$ cat src/rtl/sar_pkg.sv
// Shared types for the successive-approximation search engine.
// Latency: none (types and a pure function only).
// Backpressure: not applicable.
package sar_pkg;

    typedef enum logic [1:0] {
        IDLE  = 2'd0,
        ISSUE = 2'd1,
        WAIT  = 2'd2,
        DONE  = 2'd3
    } sar_state_e;

    typedef struct packed {
        logic eq;
        logic lt;
        logic gt;
    } cmp_flags_t;

    // A comparator answer is meaningful only when exactly one flag is set
    function automatic logic cmp_legal(cmp_flags_t f);
        return (f == 3'b100) || (f == 3'b010) || (f == 3'b001);
    endfunction

endpackage

$ cat src/rtl/sar_step_unit.sv
// One SAR decision: keeps or drops the bit under test and flags illegal comparator answers.
// Latency: purely combinational.
// Backpressure: none; the caller decides when the result is consumed.
module sar_step_unit
    import sar_pkg::*;
#(
    parameter int WIDTH = 32,
    parameter int IDX_W = $clog2(WIDTH)
) (
    input  logic [WIDTH-1:0] acc,
    input  logic [IDX_W-1:0] idx,
    input  cmp_flags_t       flags,
    output logic [WIDTH-1:0] next_acc,
    output logic             last_bit,
    output logic             illegal
);

    localparam logic [WIDTH-1:0] ONE = {{(WIDTH-1){1'b0}}, 1'b1};

    logic [WIDTH-1:0] trial;

    // Candidate with the bit under test set; it survives unless probe > target
    always_comb begin
        trial    = acc | (ONE << idx);
        next_acc = flags.gt ? acc : trial;
        last_bit = (idx == '0);
        illegal  = !cmp_legal(flags);
    end

endmodule

$ cat src/rtl/sar_search_unsigned.sv
// SAR search: recovers an unsigned target one bit per probe, MSB first (SAR_EARLY_EXIT_EN stops on eq).
// Latency: 2*WIDTH+1 cycles from start accept to done_o with a zero-wait comparator, +1 per wait cycle.
// Backpressure: probe held with probe_valid_o until cmp_valid_i; start_i ignored unless ready_o.
module sar_search_unsigned
    import sar_pkg::*;
#(
    parameter int WIDTH = 32
) (
    input  logic             clk_i,
    input  logic             rst_ni,
    input  logic             start_i,
    input  logic             abort_i,
    output logic             ready_o,
    output logic [WIDTH-1:0] probe_o,
    output logic             probe_valid_o,
    input  logic             cmp_valid_i,
    input  logic             cmp_eq_i,
    input  logic             cmp_lt_i,
    input  logic             cmp_gt_i,
    output logic [WIDTH-1:0] result_o,
    output logic             done_o,
    output logic             error_o
);

    localparam int               IDX_W   = $clog2(WIDTH);
    localparam logic [IDX_W-1:0] IDX_MAX = IDX_W'(WIDTH - 1);
    localparam logic [WIDTH-1:0] ONE     = {{(WIDTH-1){1'b0}}, 1'b1};

    sar_state_e       state;
    logic [WIDTH-1:0] acc;
    logic [IDX_W-1:0] idx;

    cmp_flags_t       flags;
    logic [WIDTH-1:0] next_acc;
    logic             last_bit;
    logic             illegal;
    logic             early_hit;

    assign flags = {cmp_eq_i, cmp_lt_i, cmp_gt_i};

    sar_step_unit #(
        .WIDTH (WIDTH),
        .IDX_W (IDX_W)
    ) u_step (
        .acc      (acc),
        .idx      (idx),
        .flags    (flags),
        .next_acc (next_acc),
        .last_bit (last_bit),
        .illegal  (illegal)
    );

`ifdef SAR_EARLY_EXIT_EN
    // An exact match means every remaining bit of acc is already correct
    assign early_hit = flags.eq;
`else
    // eq is handled like lt: the bit is kept and the scan runs to the LSB
    assign early_hit = 1'b0;
`endif

    // Search FSM with registered outputs; abort overrides any comparator answer
    always_ff @(posedge clk_i or negedge rst_ni) begin
        if (!rst_ni) begin
            state         <= IDLE;
            acc           <= '0;
            idx           <= '0;
            ready_o       <= 1'b1;
            probe_o       <= '0;
            probe_valid_o <= 1'b0;
            result_o      <= '0;
            done_o        <= 1'b0;
            error_o       <= 1'b0;
        end else begin
            done_o <= 1'b0;
            if (abort_i && (state != IDLE)) begin
                state         <= IDLE;
                ready_o       <= 1'b1;
                probe_valid_o <= 1'b0;
            end else begin
                case (state)
                    IDLE: begin
                        if (start_i) begin
                            acc     <= '0;
                            idx     <= IDX_MAX;
                            error_o <= 1'b0;
                            ready_o <= 1'b0;
                            state   <= ISSUE;
                        end
                    end
                    ISSUE: begin
                        probe_o       <= acc | (ONE << idx);
                        probe_valid_o <= 1'b1;
                        state         <= WAIT;
                    end
                    WAIT: begin
                        if (cmp_valid_i) begin
                            probe_valid_o <= 1'b0;
                            if (illegal) begin
                                error_o <= 1'b1;
                                ready_o <= 1'b1;
                                state   <= IDLE;
                            end else begin
                                acc <= next_acc;
                                if (last_bit || early_hit) begin
                                    state <= DONE;
                                end else begin
                                    idx   <= idx - 1'b1;
                                    state <= ISSUE;
                                end
                            end
                        end
                    end
                    DONE: begin
                        result_o <= acc;
                        done_o   <= 1'b1;
                        ready_o  <= 1'b1;
                        state    <= IDLE;
                    end
                    default: begin
                        ready_o       <= 1'b1;
                        probe_valid_o <= 1'b0;
                        state         <= IDLE;
                    end
                endcase
            end
        end
    end

endmodule

$ cat config.mk
export PLATFORM = sky130hd
export DESIGN_NAME = sar_search_unsigned
export DESIGN_NICKNAME = d
export VERILOG_FILES = /design/src/rtl/sar_pkg.sv /design/src/rtl/sar_step_unit.sv /design/src/rtl/sar_search_unsigned.sv
export SDC_FILE = /design/constraint.sdc
export NUM_CORES = 1
export LEC_CHECK = 0
export BUFFER_PORTS_ARGS = -buffer_cell sky130_fd_sc_hd__buf_2
export CORE_AREA = 2 2 89 177
export CTS_BUF_LIST = sky130_fd_sc_hd__clkbuf_4 sky130_fd_sc_hd__clkbuf_8 sky130_fd_sc_hd__clkbuf_16
export CTS_CLUSTER_SIZE = 16
export DETAILED_ROUTE_END_ITERATION = 8
export DIE_AREA = 0 0 91 179
export GPL_ROUTABILITY_DRIVEN = 0
export PLACE_DENSITY = 0.55
export SLEW_MARGIN = 0
export SYNTH_ARGS = -nofsm -noshare
export SYNTH_HDL_FRONTEND = slang
export SYNTH_HIERARCHICAL = 1
export SYNTH_SLANG_ARGS = --single-unit
$ cat constraint.sdc
create_clock -name clk_i -period 2.35 [get_ports clk_i]
set_input_delay 0.3525 -clock clk_i [delete_from_list [all_inputs] [get_ports clk_i]]
set_output_delay 0.3525 -clock clk_i [all_outputs]
set_load 0.005 [all_outputs]
==> results of run 1 <==
-- report_power, final --
part	switching, W	internal [W]	leakage [nW]	total, W
clock network	0.000670	0.000965	0.163	0.00163
logic	0.000411	0.000357	1.35	0.000768
registers	0.000151	0.00208	1.38	0.00223
-- synthesized netlist by cell type (all sizes together) (7+ instances only) --
cell type,instances
a21o,22
nor2,38
nand2,67
a21oi,58
a31o,7
nor2b,9
buf,30
dfrtp,106
nand2b,7
a31oi,15
mux2i,33
o21ai,35
inv,38
-- per-stage QoR --
stage	area (µm²)	util	std cells
2_1_floorplan	5174	-	512
3_3_place_gp	5704	0.3789	768
3_5_place_dp	5704	0.3789	768
4_1_cts	6041	0.4013	785
5_1_grt	6041	0.4013	785
6_report	6041	0.4013	785
-- what timing repair did --
| item | CTS | global route |
|---|---|---|
| endpoints found under the hold margin | 33 | 0 |
| hold buffers | 1 | 0 |
| buffers inserted | 0 | 0 |
| setup endpoints to repair | 0 | 0 |
-- critical path, stage by stage (launching register included) --
cell	delay, ns
dfrtp_1	0.61
or2_1	0.21
nor4_1	0.06
buf_4	0.18
or4b_1	0.50
a21oi_1	0.17
o2bb2ai_1	0.12
-- final cells by class --
class | instances | area share
flip-flops and latches | 107 | 0.4435
multi-input cells | 331 | 0.3438
repair buffers | 95 | 0.09403
well taps | 198 | 0.04101
clock buffers | 10 | 0.03956
inverters | 38 | 0.02361
clock inverters | 6 | 0.01450
-- final timing paths --
check,from,to,depth (start not counted)
min,start_i,ready_o,2
max reg2reg,idx[1],idx[4],6
min reg2reg,result_o[31],result_o[31],2
max in group asynchronous,rst_ni,probe_o[8],3
min in group asynchronous,rst_ni,result_o[30],2
max,idx[1],idx[4],6
-- metal layers --
layer  GRT usage  routed length, µm  vias to the layer above
li1            -                  -                     1880
met1      0.2193               5661                     1802
met2      0.2574               6022                      108
met3     0.03069                546                       22
met4     0.05934                330                        0
met5           0                  0                        -
-- registers in the layout, summed over array words and instances (netlist names) --
| name | count |
|---|---|
| acc | 32 |
| probe_o | 32 |
| result_o | 32 |
| idx | 5 |
| state | 2 |
| done_o | 1 |
| error_o | 1 |
| probe_valid_o | 1 |
| ready_o | 1 |
-- cell families after synthesis --
kind of cell             after synthesis  share of synthesized area
AO/OA/AOI/OAI                        147                     0.1695
XOR/XNOR                               1                   0.001693
adder cells (fa/ha/maj)                6                    0.01451
buffers and inverters                 74                    0.08344
flip-flops                           107                     0.5178
multiplexers                          33                    0.06385
AND/OR/NAND/NOR                      144                     0.1492
==> Flow_metrics.wiki, run 1 <==
{| class="wikitable"
! Metric !! Value
|-
| Fraction of layout cells with a size suffix above 1 || 0.2232
|-
| DRC violations left || 0
|-
| Arrival time of data at the critical path endpoint || between 2 and 2.5 ns
|-
| Total vias in the final route || approximately 3800
|-
| Buffer type at the clock tree root || clkbuf_16
|-
| Routed WL || ~13000 µm
|-
| Number of standard cells after synthesis || around 500
|-
| Pwr dens || roughly 770 nW/µm²
|-
| Fill cell total of the finished layout || approximately 1600
|-
| Maximum capacitance violations || 0
|-
| Share of the clock period used by the worst path after layout || 0.8184
|-
| Nature of the critical path startpoint || flop
|-
| Count of unique library cells instantiated by Yosys || about 50
|-
| Worst Max-Slew Pin Slew || 0.6502 ns
|-
| Max Fanout on Critical Path || 12
|-
| Later-pin clock latency in the skew report || 0.35 ns
|-
| Status || completed
|-
| Hold violation total from the final report || 0
|-
| Count of inserted antenna diode cells || 0
|-
| Post-synthesis instance area || 5174 µm²
|-
| Maximum resistive drop on vdd || ~0.47 mV
|-
| Post-synthesis area per instance || ~10 µm²
|-
| Nets || 596
|-
| Worst min-delay path class || input port to flop
|-
| Top flip-flop cell by instance count after synthesis || dfrtp_1
|-
| Post-CTS sizing || 0
|-
| Fraction of the yosys area taken by sequential cells || 0.5178
|-
| Clock-pin slew of the registers on the worst-case setup and hold paths || approximately 0.07 ns
|-
| Net count of the mapped netlist || between 500 and 600
|-
| Count of input and output buffers || 75
|-
| Antenna Nets Post-Route || 0
|-
| Die height || around 180 µm
|-
| Top-level I/O count || 76
|-
| Required @ worst endpoint || approximately 2.6 ns
|-
| Commonest non-fill, non-tap cell in the layout || dfrtp_1
|-
| Post-route worst hold slack || 0.1785 ns
|-
| Number of DRC markers after the initial detailed-route iteration || 200
|-
| Core ar. || 15050 µm²
|-
| CTS max path bufs || 2
|-
| Reported leakage power || between 2 and 3 nW
|-
| TritonRoute pass-1 iters || 4
|-
| Area share of the leading cell type in the synthesized netlist || 0.5127
|-
| Total area of multi-input combinational cells || 2077 µm²
|-
| R2r setup slk || roughly 0.43 ns
|-
| Synth warn || 6
|-
| Clock tree from TritonCTS || yes
|-
| Number of buffers created by CTS || 9
|-
| Aggregate global routing overflow || 0
|-
| Horizontal die dimension || 91 µm
|-
| Starting density of the core || 0.3437
|-
| Vias per cell || 4.856
|-
| Unrepaired setup endpoints after global routing || false
|-
| Depth of the CTS H-tree || 3
|-
| Via count of the first global-routing pass || 3800
|-
| Worst Setup Slack, final || 0.4267 ns
|-
| Fin Clk Skew || a little under 0.007 ns
|-
| Flip-flop and latch area || about 2700 µm²
|-
| Crit end category || flop
|-
| Final Max Slew Viols || 0
|-
| Die area || between 15000 and 20000 µm²
|-
| Shortest period the worst path allows || 1.923 ns
|-
| Number of placement rows || 64
|-
| Overall Power || approximately 0.0046 W
|-
| Post-synth EDFFs || 0
|-
| Initial antenna violation count || 0
|-
| Worst setup path category || flop to flop
|-
| Number of clock sinks || 107
|-
| Area added between synthesis and finish || 16.76%
|-
| Global-route wire length before repair || about 21000 µm
|-
| Count of endpoints failing setup in the final report || 0
|-
| Normalized max-slew margin || 0.5656
|-
| Global routing usage summed across all routing layers || 0.1616
|-
| Asr flop ratio synth || 1.000
|-
| Pre-CTS setup slack || between 0.3 and 0.4 ns
|-
| Ranking of synthesized cells by area || dfrtp_1, mux2i_1, a21oi_1, nand2_1, o21ai_0
|-
| #FFs+latches synth || 107
|-
| Setup tns final || 0 ns
|-
| Largest net degree at the start of global routing || 65
|-
| Highest-count cells in the layout ignoring fill and taps || dfrtp_1, buf_2, nand2_1
|-
| WL per Instance || 16.00 µm
|-
| Biggest area consumer among synthesized cells || dfrtp_1
|-
| Max Freq || 0.5199 GHz
|-
| HPWL Detailed || approximately 8900 µm
|}
Note: power is estimated with default switching activity, not from simulation.
==> run 2: changes to the inputs <==
PLACE_DENSITY = 0.57   (was 0.55)
clock period = 1.6 ns   (was 2.35 ns; I/O delays follow)
==> Flow_metrics.wiki, run 2 (synthesis gave the netlist of run 1 again) <==
{| class="wikitable"
! Metric !! Value
|-
| Largest net degree at the start of global routing || 65 (unchanged)
|-
| Fin Clk Skew || 0.006861 ns (was 0.006855 ns)
|-
| Final Max Slew Viols || 0 (unchanged)
|-
| Horizontal die dimension || 91 µm (unchanged)
|-
| Later-pin clock latency in the skew report || 0.35 ns (about the same)
|-
| Number of DRC markers after the initial detailed-route iteration || 129 (was 200)
|-
| Vias per cell || 4.855 (was 4.856)
|-
| Count of inserted antenna diode cells || 0 (unchanged)
|-
| Required @ worst endpoint || 1.87 ns (was 2.62 ns)
|-
| Max Fanout on Critical Path || 4 (was 12)
|-
| DRC violations left || 0 (unchanged)
|-
| Core ar. || 15050 µm² (unchanged)
|-
| Number of buffers created by CTS || 9 (unchanged)
|-
| Antenna Nets Post-Route || 0 (unchanged)
|-
| Worst setup path category || flop to flop (unchanged)
|-
| Die height || 179 µm (unchanged)
|-
| Setup fix buffers added after clock tree synthesis || 0 (unchanged)
|-
| WL per Instance || 15.42 µm (was 16.00 µm)
|-
| Status || completed (unchanged)
|-
| Nets || 619 (was 596)
|-
| Number of placed cells counting well taps || 791 (was 768)
|-
| Total vias in the final route || 3913 (was 3812)
|-
| Nature of the critical path startpoint || flop (unchanged)
|-
| Global routing usage summed across all routing layers || 0.1575 (was 0.1616)
|-
| Maximum resistive drop on vdd || 0.5629 mV (was 0.4672 mV)
|-
| Hold violation total from the final report || 0 (unchanged)
|-
| Crit end category || flop (unchanged)
|-
| Uppermost metal layer occupied by signal nets || met4 (unchanged)
|-
| Aggregate global routing overflow || 0 (unchanged)
|-
| Initial antenna violation count || 0 (unchanged)
|-
| Number of clock sinks || 107 (unchanged)
|-
| Count of input and output buffers || 75 (unchanged)
|-
| Pwr dens || 1056 nW/µm² (was 767.2 nW/µm²)
|-
| Routed WL || 12430 µm (was 12560 µm)
|-
| Non-filler cells, final || 806 (was 785)
|-
| Starting density of the core || 0.3437 (unchanged)
|-
| Unrepaired setup endpoints after global routing || false (unchanged)
|-
| Depth of the CTS H-tree || 3 (unchanged)
|-
| Critical path's slowest cell || or4b_4 (was dfrtp_1)
|-
| Clock-pin slew of the registers on the worst-case setup and hold paths || 0.07 ns (about the same)
|-
| Number of placement rows || 64 (unchanged)
|-
| Max Freq || 0.6556 GHz (was 0.5199 GHz)
|-
| Arrival time of data at the critical path endpoint || 1.80 ns (was 2.19 ns)
|-
| Total cell area at the placement stage || 5958 µm² (was 5704 µm²)
|-
| Clock tree from TritonCTS || yes (unchanged)
|-
| Normalized max-slew margin || 0.7376 (was 0.5656)
|-
| Peak per-stage delay on the critical path || 0.47 ns (was 0.61 ns)
|-
| HPWL Detailed || 9201 µm (was 8948 µm)
|-
| Worst min-delay path class || input port to flop (unchanged)
|-
| Share of the clock period used by the worst path after layout || 0.9533 (was 0.8184)
|-
| DR WL met3 || 471 µm (was 546 µm)
|-
| Cell area after layout || 6279 µm² (was 6041 µm²)
|-
| Highest-count cells in the layout ignoring fill and taps || dfrtp_1, buf_2, nand2_1 (unchanged)
|-
| Metal-1 WL || 5649 µm (was 5661 µm)
|-
| TritonRoute pass-1 iters || 4 (unchanged)
|-
| Reported leakage power || 3.037 nW (was 2.899 nW)
|-
| Die area || 16290 µm² (unchanged)
|-
| CTS max path bufs || 2 (unchanged)
|-
| Met2 WL post-DR || 6074 µm (was 6022 µm)
|-
| Setup tns final || 0 ns (unchanged)
|-
| Cells traversed along the worst timing path || inv_2 -> ha_2 -> or4b_4 -> a21oi_1 -> o2bb2ai_1 (was or2_1 -> nor4_1 -> buf_4 -> or4b_1 -> a21oi_1 -> o2bb2ai_1)
|-
| Buffer type at the clock tree root || clkbuf_16 (unchanged)
|-
| Global-route wire length before repair || 20380 µm (was 20680 µm)
|-
| Biggest registers after layout || acc (32), probe_o (32), result_o (32) (unchanged)
|-
| Via count of the first global-routing pass || 3766 (was 3800)
|-
| Area added between synthesis and finish || 21.35% (was 16.76%)
|-
| Fraction of layout cells with a size suffix above 1 || 0.2681 (was 0.2232)
|-
| Shortest period the worst path allows || 1.525 ns (was 1.923 ns)
|-
| Worst Max-Slew Pin Slew || 0.3920 ns (was 0.6502 ns)
|-
| Maximum capacitance violations || 0 (unchanged)
|-
| Commonest non-fill, non-tap cell in the layout || dfrtp_1 (unchanged)
|-
| Count of endpoints failing setup in the final report || 0 (unchanged)
|-
| Top-level I/O count || 76 (unchanged)
|}
==> run 2: cell count changes in the layout (fill, tap and decap cells not counted), moves of 2 or more <==
cell / before / now
dfrtp_2: 0 / 3
clkbuf_8: 1 / 4
buf_12: 3 / 8
bufinv_16: 2 / 0
buf_4: 17 / 34
clkinv_2: 2 / 0
dfrtp_1: 106 / 103
nor2b_2: 0 / 2
nor2b_1: 9 / 7
==> run 2: critical path: cells and delay by family, from the launching register on <==
family / cells / cell delay (ns)
adders and majority gates: 1 / 0.20
buffers and inverters: 1 / 0.09
and+or+nand+nor: 1 / 0.47
AOI/OAI and AO/OA: 2 / 0.28
DFF: 1 / 0.41
==> run 2: worst paths after layout <==
check	start	end	slack (ns)	cells past startpoint
worst min-delay path	start_i	ready_o	0.05	2
max in group asynchronous	rst_ni	result_o[12]	0.68	3
worst min register to register	result_o[31]	result_o[31]	0.47	2
worst max-delay path	idx[1]	idx[4]	0.07	5
min in group asynchronous	rst_ni	probe_o[30]	0.34	2
worst max register to register	idx[1]	idx[4]	0.07	5
==> run 2: cell type report <==
| class | instances | area [µm²] |
|---|---|---|
| clock inverters | 1 | 7.507 |
| fillers | 1540 | 8776 |
| repair buffers | 118 | 807.0 |
| flip-flops and latches | 107 | 2683 |
| clock buffers | 13 | 280.3 |
| multi-input cells | 331 | 2111 |
| well taps | 198 | 247.7 |
| inverters | 38 | 142.6 |
==> run 2: power breakdown <==
part	switching (W)	internal, W
Combinational	0.000638	0.000579
Clock	0.000936	0.00121
Sequential	0.000206	0.00306
Total	0.00178	0.00485
==> run 2: per-layer routing <==
metal  GRT usage  vias up
met5           0        -
met4     0.05240        0
met3     0.01892       14
met2      0.2627      107
met1      0.2127     1873
li1            -     1919
==> run 2: stage by stage <==
step,utilization,worst slack [ns],hold slack (ns),power (W)
after CTS,0.4156,0.02183,0.04071,0.006708
after global placement,0.3958,0.009389,0.1811,0.004522
after global routing,0.4171,0.007842,0.04836,0.006995
after detailed placement,0.3958,-0.03357,0.1752,0.004553
after floorplan,-,0.02582,-0.05559,0.003968
final,0.4171,0.07469,0.05430,0.006627
==> run 2: what timing repair did <==
item | 4_1_cts | 5_1_grt
endpoints found under the hold margin | 22 | 0
resized for setup | 0 | 9
setup endpoints to repair | 0 | 15
hold buffers | 1 | 0
==> run 3: changes to the inputs <==
REMOVE_ABC_BUFFERS = 1   (was unset)
==> Flow_metrics.wiki, run 3 (synthesis gave the netlist of run 1 again) <==
{| class="wikitable"
! Metric !! Value
|-
| Crit end category || flop (unchanged)
|-
| Fraction of layout cells with a size suffix above 1 || 0.2546 (was 0.2681)
|-
| Share of power burned in the clock network || 0.306 (was 0.324)
|-
| Nature of the critical path startpoint || flop (unchanged)
|-
| Commonest non-fill, non-tap cell in the layout || dfrtp_1 (unchanged)
|-
| Internal || 0.004686 W (was 0.004847 W)
|-
| Setup tns final || 0 ns (unchanged)
|-
| Flop pwr share || 0.502 (was 0.493)
|-
| Routed WL || 12010 µm (was 12430 µm)
|-
| Aggregate global routing overflow || 0 (unchanged)
|-
| Worst min-delay path class || input port to flop (unchanged)
|-
| Max Freq || 0.6348 GHz (was 0.6556 GHz)
|-
| Hold violation total from the final report || 0 (unchanged)
|-
| Reported leakage power || 3.002 nW (was 3.037 nW)
|-
| Number of placed cells counting well taps || 782 (was 791)
|-
| CTS max path bufs || 2 (unchanged)
|-
| HPWL Detailed || 8522 µm (was 9201 µm)
|-
| Worst Max-Slew Pin Slew || 0.3681 ns (was 0.3920 ns)
|-
| Global routing usage summed across all routing layers || 0.1543 (was 0.1575)
|-
| Final Max Slew Viols || 0 (unchanged)
|-
| Share of the clock period used by the worst path after layout || 0.9845 (was 0.9533)
|-
| Critical path's slowest cell || or4_1 (was or4b_4)
|-
| Core ar. || 15050 µm² (unchanged)
|-
| Top-level I/O count || 76 (unchanged)
|-
| Initial antenna violation count || 0 (unchanged)
|-
| Depth of the CTS H-tree || 3 (unchanged)
|-
| Non-filler cells, final || 799 (was 806)
|-
| Net Sw Frac || 0.2739 (was 0.2687)
|-
| Unrepaired setup endpoints after global routing || true (was false)
|-
| Switching Power || 0.001767 W (was 0.001780 W)
|-
| Cells traversed along the worst timing path || or2_1 -> nor4_1 -> buf_4 -> or4_1 -> nor3_1 -> o2bb2ai_1 (was inv_2 -> ha_2 -> or4b_4 -> a21oi_1 -> o2bb2ai_1)
|-
| Number of buffers created by CTS || 9 (unchanged)
|-
| Later-pin clock latency in the skew report || 0.34 ns (was 0.35 ns)
|-
| Vias per cell || 4.768 (was 4.855)
|-
| Fin Clk Skew || 0.007115 ns (was 0.006861 ns)
|-
| Pwr dens || 1036 nW/µm² (was 1056 nW/µm²)
|-
| Number of clock sinks || 107 (unchanged)
|-
| Maximum resistive drop on vdd || 0.5598 mV (was 0.5629 mV)
|-
| Max Fanout on Critical Path || 5 (was 4)
|-
| Global-route wire length before repair || 20090 µm (was 20380 µm)
|-
| Maximum capacitance violations || 0 (unchanged)
|-
| Normalized max-slew margin || 0.7520 (was 0.7376)
|-
| Biggest registers after layout || acc (32), probe_o (32), result_o (32) (unchanged)
|-
| Largest net degree at the start of global routing || 56 (was 65)
|-
| Fill cell total of the finished layout || 1572 (was 1540)
|-
| Area added between synthesis and finish || 20.44% (was 21.35%)
|-
| Worst Setup Slack, final || 0.02479 ns (was 0.07469 ns)
|-
| Count of inserted antenna diode cells || 0 (unchanged)
|-
| Clock tree from TritonCTS || yes (unchanged)
|-
| Via count of the first global-routing pass || 3843 (was 3766)
|-
| Util after Layout || 0.4139 (was 0.4171)
|-
| Die area || 16290 µm² (unchanged)
|-
| Required @ worst endpoint || 1.82 ns (was 1.87 ns)
|-
| Clock-pin slew of the registers on the worst-case setup and hold paths || 0.07 ns (about the same)
|-
| Antenna Nets Post-Route || 0 (unchanged)
|-
| Peak per-stage delay on the critical path || 0.42 ns (was 0.47 ns)
|-
| Shortest period the worst path allows || 1.575 ns (was 1.525 ns)
|-
| Starting density of the core || 0.3437 (unchanged)
|-
| Buffer type at the clock tree root || clkbuf_16 (unchanged)
|-
| Arrival time of data at the critical path endpoint || 1.80 ns (about the same)
|-
| Count of input and output buffers || 75 (unchanged)
|-
| Nets || 613 (was 619)
|-
| TritonRoute pass-1 iters || 4 (unchanged)
|-
| Pre-CTS setup slack || -0.03645 ns (was -0.03357 ns)
|-
| Horizontal die dimension || 91 µm (unchanged)
|-
| WL per Instance || 15.03 µm (was 15.42 µm)
|-
| Count of cells along the worst hold path || 2 (unchanged)
|-
| Highest-count cells in the layout ignoring fill and taps || dfrtp_1, buf_2, nand2_1 (unchanged)
|-
| Number of DRC markers after the initial detailed-route iteration || 207 (was 129)
|-
| Number of placement rows || 64 (unchanged)
|-
| Count of endpoints failing setup in the final report || 0 (unchanged)
|-
| Total vias in the final route || 3810 (was 3913)
|-
| Gate power share || 0.192 (was 0.184)
|-
| Status || completed (unchanged)
|-
| Worst r2r path cells || 6 (was 5)
|-
| Die height || 179 µm (unchanged)
|-
| Worst setup path category || flop to flop (unchanged)
|-
| DRC violations left || 0 (unchanged)
|}
run 3: final cells by class:
type | count | area [µm²] | area share
clock buffer | 10 | 232.7 | 0.03735
clock inverter | 3 | 18.77 | 0.003012
inverter | 38 | 142.6 | 0.02289
multi-input combinational | 331 | 2102 | 0.3373
sequential | 107 | 2679 | 0.4299
tap | 198 | 247.7 | 0.03976
timing repair buffer | 112 | 808.3 | 0.1297
run 3: power by group through the flow:
| stage | sequential, W | clock, W | combinational (W) |
|---|---|---|---|
| after floorplan | 0.00335 | 0 | 0.000509 |
| after global placement | 0.00329 | 0 | 0.00124 |
| after detailed placement | 0.00329 | 0 | 0.00127 |
| after CTS | 0.00324 | 0.00205 | 0.00128 |
| after global routing | 0.00329 | 0.00215 | 0.00138 |
| final | 0.00324 | 0.00197 | 0.00124 |
run 3: worst paths after layout:
check,from,endpoint,slack (ns)
min in group asynchronous,rst_ni,error_o,0.43
setup reg to reg,idx[2],idx[3],0.02
hold / removal,start_i,ready_o,0.08
max in group asynchronous,rst_ni,ready_o,0.88
hold reg to reg,result_o[29],result_o[29],0.48
setup / recovery,idx[2],idx[3],0.02
run 3: worst max-delay path, delay by kind of cell (launching register included):
family | cells | cell delay [ns]
and+or+nand+nor | 4 | 0.79
DFF | 1 | 0.41
buffers and inverters | 1 | 0.16
AOI/OAI and AO/OA | 1 | 0.10
run 3: routing by layer:
metal  global-route usage  wire length (µm)
met4              0.03977               131
met2               0.2491              5790
met1               0.2145              5655
met3              0.02816               433
met5                    0                 0
run 3: repair_timing:
item,in CTS,in global routing
hold endpoints to repair,106,0
resized for setup,0,8
pin swaps,1,3
buffers inserted,1,2
setup endpoints to repair,1,19
hold buffers,1,0
run 3: metrics by stage:
stage | hold WS [ns] | area (µm²) | power, W
2_1_floorplan | -0.05559 | 4885 | 0.003864
3_3_place_gp | 0.2659 | 5922 | 0.004535
3_5_place_dp | 0.2664 | 5922 | 0.004559
4_1_cts | 0.06282 | 6191 | 0.006567
5_1_grt | 0.06954 | 6231 | 0.006827
6_report | 0.07685 | 6231 | 0.006453
